--- config.mk ---
export PLATFORM = sky130hd
export DESIGN_NAME = ddr3_dqsw_wl_ctrl_flat
export DESIGN_NICKNAME = d
export VERILOG_FILES = /design/src/rtl/ddr3_dqsw_wl_ctrl_pkg.sv /design/src/rtl/ddr3_dqsw_wl_ctrl_if.sv /design/src/rtl/ddr3_dqsw_wl_ctrl_edge_filter.sv /design/src/rtl/ddr3_dqsw_wl_ctrl.sv /design/src/flat_wrapper.sv
export SDC_FILE = /design/constraint.sdc
export NUM_CORES = 1
export LEC_CHECK = 0
export BUFFER_PORTS_ARGS = -buffer_cell sky130_fd_sc_hd__buf_2
export CORE_AREA = 2 2 64 72
export DETAILED_ROUTE_END_ITERATION = 10
export DIE_AREA = 0 0 66 74
export PLACE_DENSITY = 0.76
export SETUP_SLACK_MARGIN = 0.2
export SYNTH_ARGS = -nofsm -noshare
export SYNTH_HDL_FRONTEND = slang
export SYNTH_SLANG_ARGS = --single-unit
--- constraint.sdc ---
create_clock -name i_fab_clk -period 2.4 [get_ports i_fab_clk]
set_clock_uncertainty 0.1 [all_clocks]
set_input_delay 0.48 -clock i_fab_clk [delete_from_list [all_inputs] [get_ports i_fab_clk]]
set_output_delay 0.48 -clock i_fab_clk [all_outputs]
set_load 0.05 [all_outputs]
--- src/rtl/ddr3_dqsw_wl_ctrl_pkg.sv ---
// rtl/ddr3_dqsw_wl_ctrl_pkg.sv - shared types and constants for the DQSW write-leveling controller
package ddr3_wl_pkg;

  // Sweep sequencer states
  typedef enum logic [3:0] {
    ST_IDLE   = 4'd0,
    ST_LOAD   = 4'd1,
    ST_PULSE  = 4'd2,
    ST_SETTLE = 4'd3,
    ST_SAMPLE = 4'd4,
    ST_MOVE   = 4'd5,
    ST_GAP    = 4'd6,
    ST_DONE   = 4'd7,
    ST_ERR    = 4'd8
  } wl_state_e;

  // Error codes reported on TRAIN_ERR_CODE
  localparam logic [1:0] WL_ERR_NONE   = 2'b00;
  localparam logic [1:0] WL_ERR_RANGE  = 2'b01;
  localparam logic [1:0] WL_ERR_NOEDGE = 2'b10;

  // Feedback classification: only both bits high counts as a "one";
  // a mixed value means the DQS edge sits inside the DQ transition
  localparam logic [1:0] WL_FB_ONE = 2'b11;

  function automatic logic wl_is_one(input logic [1:0] rx);
    return (rx == WL_FB_ONE);
  endfunction

endpackage

--- src/rtl/ddr3_dqsw_wl_ctrl_if.sv ---
// rtl/ddr3_dqsw_wl_ctrl_if.sv - sequencer and IOD signal bundle for the write-leveling controller
interface ddr3_dqsw_wl_ctrl_if #(
  parameter int TAP_W = 8
);
  // Training sequencer side
  logic             train_start;
  logic             train_busy;
  logic             train_done;
  logic             train_err;
  logic [1:0]       train_err_code;
  logic [TAP_W-1:0] train_tap;
  // Command sequencer pulse handshake
  logic             pulse_req;
  logic             pulse_ack;
  // IOD side
  logic [1:0]       rx_data;
  logic             delay_line_out_of_range;
  logic             delay_line_move;
  logic             delay_line_direction;
  logic             delay_line_load;
  logic             eye_monitor_clear_flags;

  // Environment: sequencer plus IOD
  modport master (
    output train_start, pulse_ack, rx_data, delay_line_out_of_range,
    input  train_busy, train_done, train_err, train_err_code, train_tap,
           pulse_req, delay_line_move, delay_line_direction,
           delay_line_load, eye_monitor_clear_flags
  );

  // Controller
  modport slave (
    input  train_start, pulse_ack, rx_data, delay_line_out_of_range,
    output train_busy, train_done, train_err, train_err_code, train_tap,
           pulse_req, delay_line_move, delay_line_direction,
           delay_line_load, eye_monitor_clear_flags
  );
endinterface

--- src/rtl/ddr3_dqsw_wl_ctrl_edge_filter.sv ---
// rtl/ddr3_dqsw_wl_ctrl_edge_filter.sv - confirmed 0->1 feedback edge detector
module wl_edge_filter
  import ddr3_wl_pkg::*;
#(
  parameter int TAP_W   = 8,
  parameter int CONFIRM = 3
) (
  input  logic             i_clk,
  input  logic             i_reset,
  input  logic             i_clear,
  input  logic             i_sample,
  input  logic [1:0]       i_rx_data,
  input  logic [TAP_W-1:0] i_tap_cnt,
  output logic             o_edge_found,
  output logic [TAP_W-1:0] o_cand_tap
);

  localparam int CONF_W = $clog2(CONFIRM + 1);

  logic              r_seen_zero;
  logic [CONF_W-1:0] r_conf_cnt;
  logic [TAP_W-1:0]  r_cand;

  logic              w_is_one;
  logic              w_counts;
  logic [CONF_W-1:0] w_conf_nxt;

  assign w_is_one   = wl_is_one(i_rx_data);
  // A "one" only counts once a low window has been seen; earlier ones belong
  // to the previous high window of the DQ feedback
  assign w_counts   = i_sample && w_is_one && r_seen_zero;
  assign w_conf_nxt = r_conf_cnt + CONF_W'(1);

  // The first one of a run is the candidate; later ones keep the stored tap
  assign o_cand_tap   = (r_conf_cnt == '0) ? i_tap_cnt : r_cand;
  assign o_edge_found = w_counts && (w_conf_nxt == CONF_W'(CONFIRM));

  // Track low-window history and the length of the current run of ones
  always_ff @(posedge i_clk) begin
    if (i_reset || i_clear) begin
      r_seen_zero <= 1'b0;
      r_conf_cnt  <= '0;
      r_cand      <= '0;
    end else if (i_sample) begin
      if (!w_is_one) begin
        r_seen_zero <= 1'b1;
        r_conf_cnt  <= '0;
      end else if (r_seen_zero) begin
        if (r_conf_cnt == '0) begin
          r_cand <= i_tap_cnt;
        end
        r_conf_cnt <= w_conf_nxt;
      end
    end
  end

endmodule

--- src/rtl/ddr3_dqsw_wl_ctrl.sv ---
// rtl/ddr3_dqsw_wl_ctrl.sv - DQSW write-leveling tap sweep controller
module ddr3_dqsw_wl_ctrl
  import ddr3_wl_pkg::*;
#(
  parameter int TAP_W         = 8,
  parameter int MAX_TAPS      = 128,
  parameter int SETTLE_CYCLES = 16,
  parameter int MOVE_GAP      = 4,
  parameter int CONFIRM       = 3
) (
  input logic                  i_fab_clk,
  input logic                  i_reset,
  ddr3_dqsw_wl_ctrl_if.slave   wl
);

  localparam int WAIT_MAX = (SETTLE_CYCLES > MOVE_GAP) ? SETTLE_CYCLES : MOVE_GAP;
  localparam int WAIT_W   = $clog2(WAIT_MAX + 1);

  localparam logic [WAIT_W-1:0] SETTLE_LAST = WAIT_W'(SETTLE_CYCLES - 1);
  localparam logic [WAIT_W-1:0] GAP_LAST    = WAIT_W'(MOVE_GAP - 1);
  localparam logic [TAP_W-1:0]  TAP_LAST    = TAP_W'(MAX_TAPS - 1);

  wl_state_e         r_state;
  logic [TAP_W-1:0]  r_tap_cnt;
  logic [WAIT_W-1:0] r_wait;

  logic              r_busy;
  logic              r_done;
  logic              r_err;
  logic [1:0]        r_err_code;
  logic [TAP_W-1:0]  r_train_tap;
  logic              r_pulse_req;
  logic              r_dl_move;
  logic              r_dl_dir;
  logic              r_dl_load;
  logic              r_eye_clr;

  logic              w_start_ok;
  logic              w_sample;
  logic              w_clear;
  logic              w_edge_found;
  logic [TAP_W-1:0]  w_cand_tap;

  assign w_start_ok = wl.train_start &&
                      ((r_state == ST_IDLE) || (r_state == ST_DONE) || (r_state == ST_ERR));
  assign w_sample   = (r_state == ST_SAMPLE);
  assign w_clear    = (r_state == ST_LOAD);

  wl_edge_filter #(
    .TAP_W   (TAP_W),
    .CONFIRM (CONFIRM)
  ) u_edge_filter (
    .i_clk        (i_fab_clk),
    .i_reset      (i_reset),
    .i_clear      (w_clear),
    .i_sample     (w_sample),
    .i_rx_data    (wl.rx_data),
    .i_tap_cnt    (r_tap_cnt),
    .o_edge_found (w_edge_found),
    .o_cand_tap   (w_cand_tap)
  );

  // Sweep sequencer: load, then pulse/settle/sample/move per tap until an edge,
  // the last tap, or an out-of-range delay line
  always_ff @(posedge i_fab_clk) begin
    if (i_reset) begin
      r_state     <= ST_IDLE;
      r_tap_cnt   <= '0;
      r_wait      <= '0;
      r_busy      <= 1'b0;
      r_done      <= 1'b0;
      r_err       <= 1'b0;
      r_err_code  <= WL_ERR_NONE;
      r_train_tap <= '0;
      r_pulse_req <= 1'b0;
      r_dl_move   <= 1'b0;
      r_dl_dir    <= 1'b0;
      r_dl_load   <= 1'b0;
      r_eye_clr   <= 1'b0;
    end else begin
      // Single-cycle strobes default low
      r_dl_move <= 1'b0;
      r_dl_load <= 1'b0;
      r_eye_clr <= 1'b0;

      case (r_state)
        ST_IDLE, ST_DONE, ST_ERR: begin
          if (w_start_ok) begin
            r_state    <= ST_LOAD;
            r_dl_load  <= 1'b1;
            r_eye_clr  <= 1'b1;
            r_busy     <= 1'b1;
            r_dl_dir   <= 1'b1;
            r_done     <= 1'b0;
            r_err      <= 1'b0;
            r_err_code <= WL_ERR_NONE;
            r_tap_cnt  <= '0;
            r_wait     <= '0;
          end
        end

        ST_LOAD: begin
          r_state     <= ST_PULSE;
          r_pulse_req <= 1'b1;
        end

        ST_PULSE: begin
          // No timeout: the command sequencer is trusted to answer
          if (wl.pulse_ack) begin
            r_pulse_req <= 1'b0;
            r_wait      <= '0;
            r_state     <= ST_SETTLE;
          end
        end

        ST_SETTLE: begin
          if (r_wait == SETTLE_LAST) begin
            r_wait  <= '0;
            r_state <= ST_SAMPLE;
          end else begin
            r_wait <= r_wait + WAIT_W'(1);
          end
        end

        ST_SAMPLE: begin
          if (w_edge_found) begin
            r_train_tap <= w_cand_tap;
            r_done      <= 1'b1;
            r_busy      <= 1'b0;
            r_dl_dir    <= 1'b0;
            r_state     <= ST_DONE;
          end else if (r_tap_cnt == TAP_LAST) begin
            // Last tap checked before any move, so tap_cnt never wraps
            r_err       <= 1'b1;
            r_err_code  <= WL_ERR_NOEDGE;
            r_busy      <= 1'b0;
            r_dl_dir    <= 1'b0;
            r_state     <= ST_ERR;
          end else begin
            r_dl_move   <= 1'b1;
            r_state     <= ST_MOVE;
          end
        end

        ST_MOVE: begin
          r_tap_cnt <= r_tap_cnt + TAP_W'(1);
          r_wait    <= '0;
          r_state   <= ST_GAP;
        end

        ST_GAP: begin
          if (wl.delay_line_out_of_range) begin
            r_train_tap <= r_tap_cnt;
            r_err       <= 1'b1;
            r_err_code  <= WL_ERR_RANGE;
            r_busy      <= 1'b0;
            r_dl_dir    <= 1'b0;
            r_state     <= ST_ERR;
          end else if (r_wait == GAP_LAST) begin
            r_wait      <= '0;
            r_pulse_req <= 1'b1;
            r_state     <= ST_PULSE;
          end else begin
            r_wait <= r_wait + WAIT_W'(1);
          end
        end

        default: begin
          r_state <= ST_IDLE;
        end
      endcase
    end
  end

  assign wl.train_busy              = r_busy;
  assign wl.train_done              = r_done;
  assign wl.train_err               = r_err;
  assign wl.train_err_code          = r_err_code;
  assign wl.train_tap               = r_train_tap;
  assign wl.pulse_req               = r_pulse_req;
  assign wl.delay_line_move         = r_dl_move;
  assign wl.delay_line_direction    = r_dl_dir;
  assign wl.delay_line_load         = r_dl_load;
  assign wl.eye_monitor_clear_flags = r_eye_clr;

endmodule

--- src/flat_wrapper.sv ---
// flat-port wrapper written by rule: the top's interface ports become plain ports
module ddr3_dqsw_wl_ctrl_flat import ddr3_wl_pkg::*;
#(
  parameter int TAP_W         = 8,
  parameter int MAX_TAPS      = 128,
  parameter int SETTLE_CYCLES = 16,
  parameter int MOVE_GAP      = 4,
  parameter int CONFIRM       = 3
)
  (i_fab_clk, i_reset, wl_train_start, wl_pulse_ack, wl_rx_data, wl_delay_line_out_of_range, wl_train_busy, wl_train_done, wl_train_err, wl_train_err_code, wl_train_tap, wl_pulse_req, wl_delay_line_move, wl_delay_line_direction, wl_delay_line_load, wl_eye_monitor_clear_flags);
  ddr3_dqsw_wl_ctrl_if #(.TAP_W(TAP_W)) wl_i ();
  input logic i_fab_clk;
  input logic i_reset;
  input wire logic [$bits(wl_i.train_start)-1:0] wl_train_start;
  input wire logic [$bits(wl_i.pulse_ack)-1:0] wl_pulse_ack;
  input wire logic [$bits(wl_i.rx_data)-1:0] wl_rx_data;
  input wire logic [$bits(wl_i.delay_line_out_of_range)-1:0] wl_delay_line_out_of_range;
  output wire logic [$bits(wl_i.train_busy)-1:0] wl_train_busy;
  output wire logic [$bits(wl_i.train_done)-1:0] wl_train_done;
  output wire logic [$bits(wl_i.train_err)-1:0] wl_train_err;
  output wire logic [$bits(wl_i.train_err_code)-1:0] wl_train_err_code;
  output wire logic [$bits(wl_i.train_tap)-1:0] wl_train_tap;
  output wire logic [$bits(wl_i.pulse_req)-1:0] wl_pulse_req;
  output wire logic [$bits(wl_i.delay_line_move)-1:0] wl_delay_line_move;
  output wire logic [$bits(wl_i.delay_line_direction)-1:0] wl_delay_line_direction;
  output wire logic [$bits(wl_i.delay_line_load)-1:0] wl_delay_line_load;
  output wire logic [$bits(wl_i.eye_monitor_clear_flags)-1:0] wl_eye_monitor_clear_flags;
  assign wl_i.train_start = wl_train_start;
  assign wl_i.pulse_ack = wl_pulse_ack;
  assign wl_i.rx_data = wl_rx_data;
  assign wl_i.delay_line_out_of_range = wl_delay_line_out_of_range;
  assign wl_train_busy = wl_i.train_busy;
  assign wl_train_done = wl_i.train_done;
  assign wl_train_err = wl_i.train_err;
  assign wl_train_err_code = wl_i.train_err_code;
  assign wl_train_tap = wl_i.train_tap;
  assign wl_pulse_req = wl_i.pulse_req;
  assign wl_delay_line_move = wl_i.delay_line_move;
  assign wl_delay_line_direction = wl_i.delay_line_direction;
  assign wl_delay_line_load = wl_i.delay_line_load;
  assign wl_eye_monitor_clear_flags = wl_i.eye_monitor_clear_flags;
  ddr3_dqsw_wl_ctrl #(.TAP_W(TAP_W), .MAX_TAPS(MAX_TAPS), .SETTLE_CYCLES(SETTLE_CYCLES), .MOVE_GAP(MOVE_GAP), .CONFIRM(CONFIRM)) u_core (.i_fab_clk(i_fab_clk), .i_reset(i_reset), .wl(wl_i));
endmodule
==> impl_metrics.toml <==
[outcome]
status = "finished clean"

[routing]
drc = 0
ant_nets = 0
avgViaCountPerCell = 5.831
avgRoutedWirePerCell_microns = 14.14
via_count = 1936
drt_iter0_markers = 200
wirelength_microns = 4696
drt-pass1-iter-count = 4

[layout]
n_antenna_cell = 0
area_growth_pct = 11.68
final_cell_area_sq_um = 2572
final_cell_mix = "dfxtp_1 (43), nor2_1 (32), buf_2 (24), mux2i_1 (20), nand2_1 (15)"
drive_gt1_frac = 0.2122
final.fill_count = 370
final_nets = 290
final_common_cell = "dfxtp_1"
fin_util = 0.6137

[critical_path]
end_kind = "register"
critPathRequiredTime_ns = 2.47
start_kind = "register"
critPathKind = "register to register"
crit_fanout = 11
critPathArrivalTime_ns = 2.09

[timing]
tns_ns = 0
setup-violations-final = 0
timing.fmax_mhz = 495.3
tightestPinTransition_ns = 0.4643
final_hold_viol_count = 0
hold_slack_ns = 0.3515
finalMaxSlewViolations = 0
relSlewSlack = 0.6891
period_needed_ns = 2.019
period_share = 0.8413
rsz0062_at_grt = "false"

[synth]
synthFlopType = "dfxtp_1"
synth.ff_latch_count = 44
synth_edf_count = 0
syn_area_per_cell_sq_um = 9.141
synth_seq_area_share = 0.3824
synth_cells = 252
syn_nets = 265
syn_area_sq_um = 2303
ys_types = 61
async_flop_share = 0
yosysWarnings = 0

[power]
p_leak_nw = 1.020
switching_share = 0.3890
share_clk_of_total_power = 0.226
pwr-share-seq = 0.411
p_sw_uw = 846.6
power.density_nw_per_um2 = 845.9
ir_drop_v = 0.0004427
combPwrFrac = 0.363
intPower_mw = 1.330

[global_routing]
grt-ovfl-total = 0
grt_pass1_vias = 1701
grtUsageTotal = 0.2009
antenna_found_initial = 0
grt_pass1_wl_microns = 7590
top_usage_layer = "met2"
grt_use_met2 = 0.3490
met3_usage = 0.03933
grtUsageMet1 = 0.2510
grt_max_degree = 23

[cts]
clk_latency_ns = 0.30
clockBufferDepth = 2
cts_sinks = 44
cts_tree = "yes"
h-tree-depth = 2
cts_made_buffers = 5
clk_pin_slew_ns = 0.09
root_buffer = "clkbuf_8"

[die]
die-area_sq_um = 4884
fp.coreArea_sq_um = 4192
row_count = 25
die_x_microns = 66
die_y_microns = 74
start_util = 0.5496
pin_count = 25

[place]
post-dp-hpwl_microns = 3456
io_buffers = 24
place_area_sq_um = 2474
gp_congestion = 0.8824

[worst_hold_path]
hold_path_class = "register to register"

[run]
drv_cap = 0
==> cell type report <==
type,count,area [sq um],area share
Multi-Input combinational cell,180,1292,0.5024
Sequential cell,44,882.1,0.3429
Timing Repair Buffer,32,180.2,0.07004
Clock buffer,6,82.58,0.03210
Tap cell,54,67.56,0.02626
Inverter,14,52.55,0.02043
Clock inverter,2,15.01,0.005837
==> through the flow <==
stage	setup WS, ns	cells	power, mW
floorplan	0.5310	252	1.520
global placement	0.3007	324	1.683
detailed placement	0.2217	324	1.692
CTS	0.3863	332	2.183
global route	0.2391	332	2.294
finish	0.3810	332	2.176
==> power groups by stage <==
stage / clock [mW] / sequential [mW] / combinational, mW
2_1_floorplan: 0 / 0.948 / 0.571
3_3_place_gp: 0 / 0.904 / 0.780
3_5_place_dp: 0 / 0.911 / 0.782
4_1_cts: 0.504 / 0.895 / 0.785
5_1_grt: 0.533 / 0.906 / 0.855
6_report: 0.491 / 0.895 / 0.790
==> synth_stat cells, types with 2 or more instances <==
master	count	share of area
a32o_1	3	0.013
a31o_2	3	0.011
buf_4	3	0.0098
a21oi_1	9	0.020
nand2_1	15	0.024
and3_1	3	0.0081
xnor2_1	2	0.0076
a21o_1	2	0.0065
buf_6	2	0.0098
mux2i_1	20	0.087
nor3_1	5	0.011
or3_1	2	0.0054
ha_1	6	0.033
a211oi_2	2	0.011
o211ai_1	2	0.0065
a211oi_1	9	0.029
nor2b_1	6	0.016
nand4_1	4	0.011
buf_2	5	0.011
o22ai_1	2	0.0054
dfxtp_1	44	0.38
a32oi_1	2	0.0076
o21ai_0	7	0.015
nor2_1	32	0.052
inv_1	13	0.021
xor2_1	4	0.015
nand3_1	8	0.017
clkbuf_1	4	0.0065
==> state kept, by name (all words and copies together) (netlist names), 2 cells and up <==
name / count
u_core.u_edge_filter.r_conf_cnt: 2
u_core.u_edge_filter.r_cand: 8
u_core.wl.train_tap: 8
u_core.wl.train_err_code: 2
u_core.r_wait: 5
u_core.r_state: 4
u_core.r_tap_cnt: 8
==> cell families after synthesis <==
logic type               Yosys count  share of synthesized area
flip-flops                        44                     0.3824
AO/OA/AOI/OAI                     57                     0.1955
adder cells (fa/ha/maj)            6                    0.03259
XOR/XNOR                           6                    0.02281
buffers and inverters             28                    0.05974
AND/OR/NAND/NOR                   91                     0.2200
multiplexers                      20                    0.08691
==> worst max-delay path, stage by stage (launching register included) <==
cell and delay [ns]:
dfxtp_1 0.60, buf_4 0.23, inv_2 0.06, or3_1 0.38, a2111oi_0 0.42, a211oi_1 0.10
==> layer usage <==
metal	part of all wire	vias up
met3	0.045	4
li1	-	967
met2	0.51	48
met5	0	-
met1	0.44	917
met4	0.0094	0
==> path summary, 6_finish.rpt <==
| check | cells after the start | end | startpoint | slack, ns |
|---|---|---|---|---|
| setup / recovery | 5 | u_core.wl.pulse_req | u_core.r_state[0] | 0.38 |
| hold / removal | 2 | u_core.wl.train_err | u_core.wl.train_err | 0.35 |
| setup reg to reg | 5 | u_core.wl.pulse_req | u_core.r_state[0] | 0.38 |
| hold reg to reg | 2 | u_core.wl.train_err | u_core.wl.train_err | 0.35 |
==> repair_timing <==
item / 4_1_cts / 5_1_grt
setup buffers: 0 / 0
endpoints found under the hold margin: 0 / 0
hold buffers: 0 / 0
resized for setup: 1 / 0
setup endpoints to repair: 1 / 0
No activity file was read; power rests on OpenSTA's default activity.
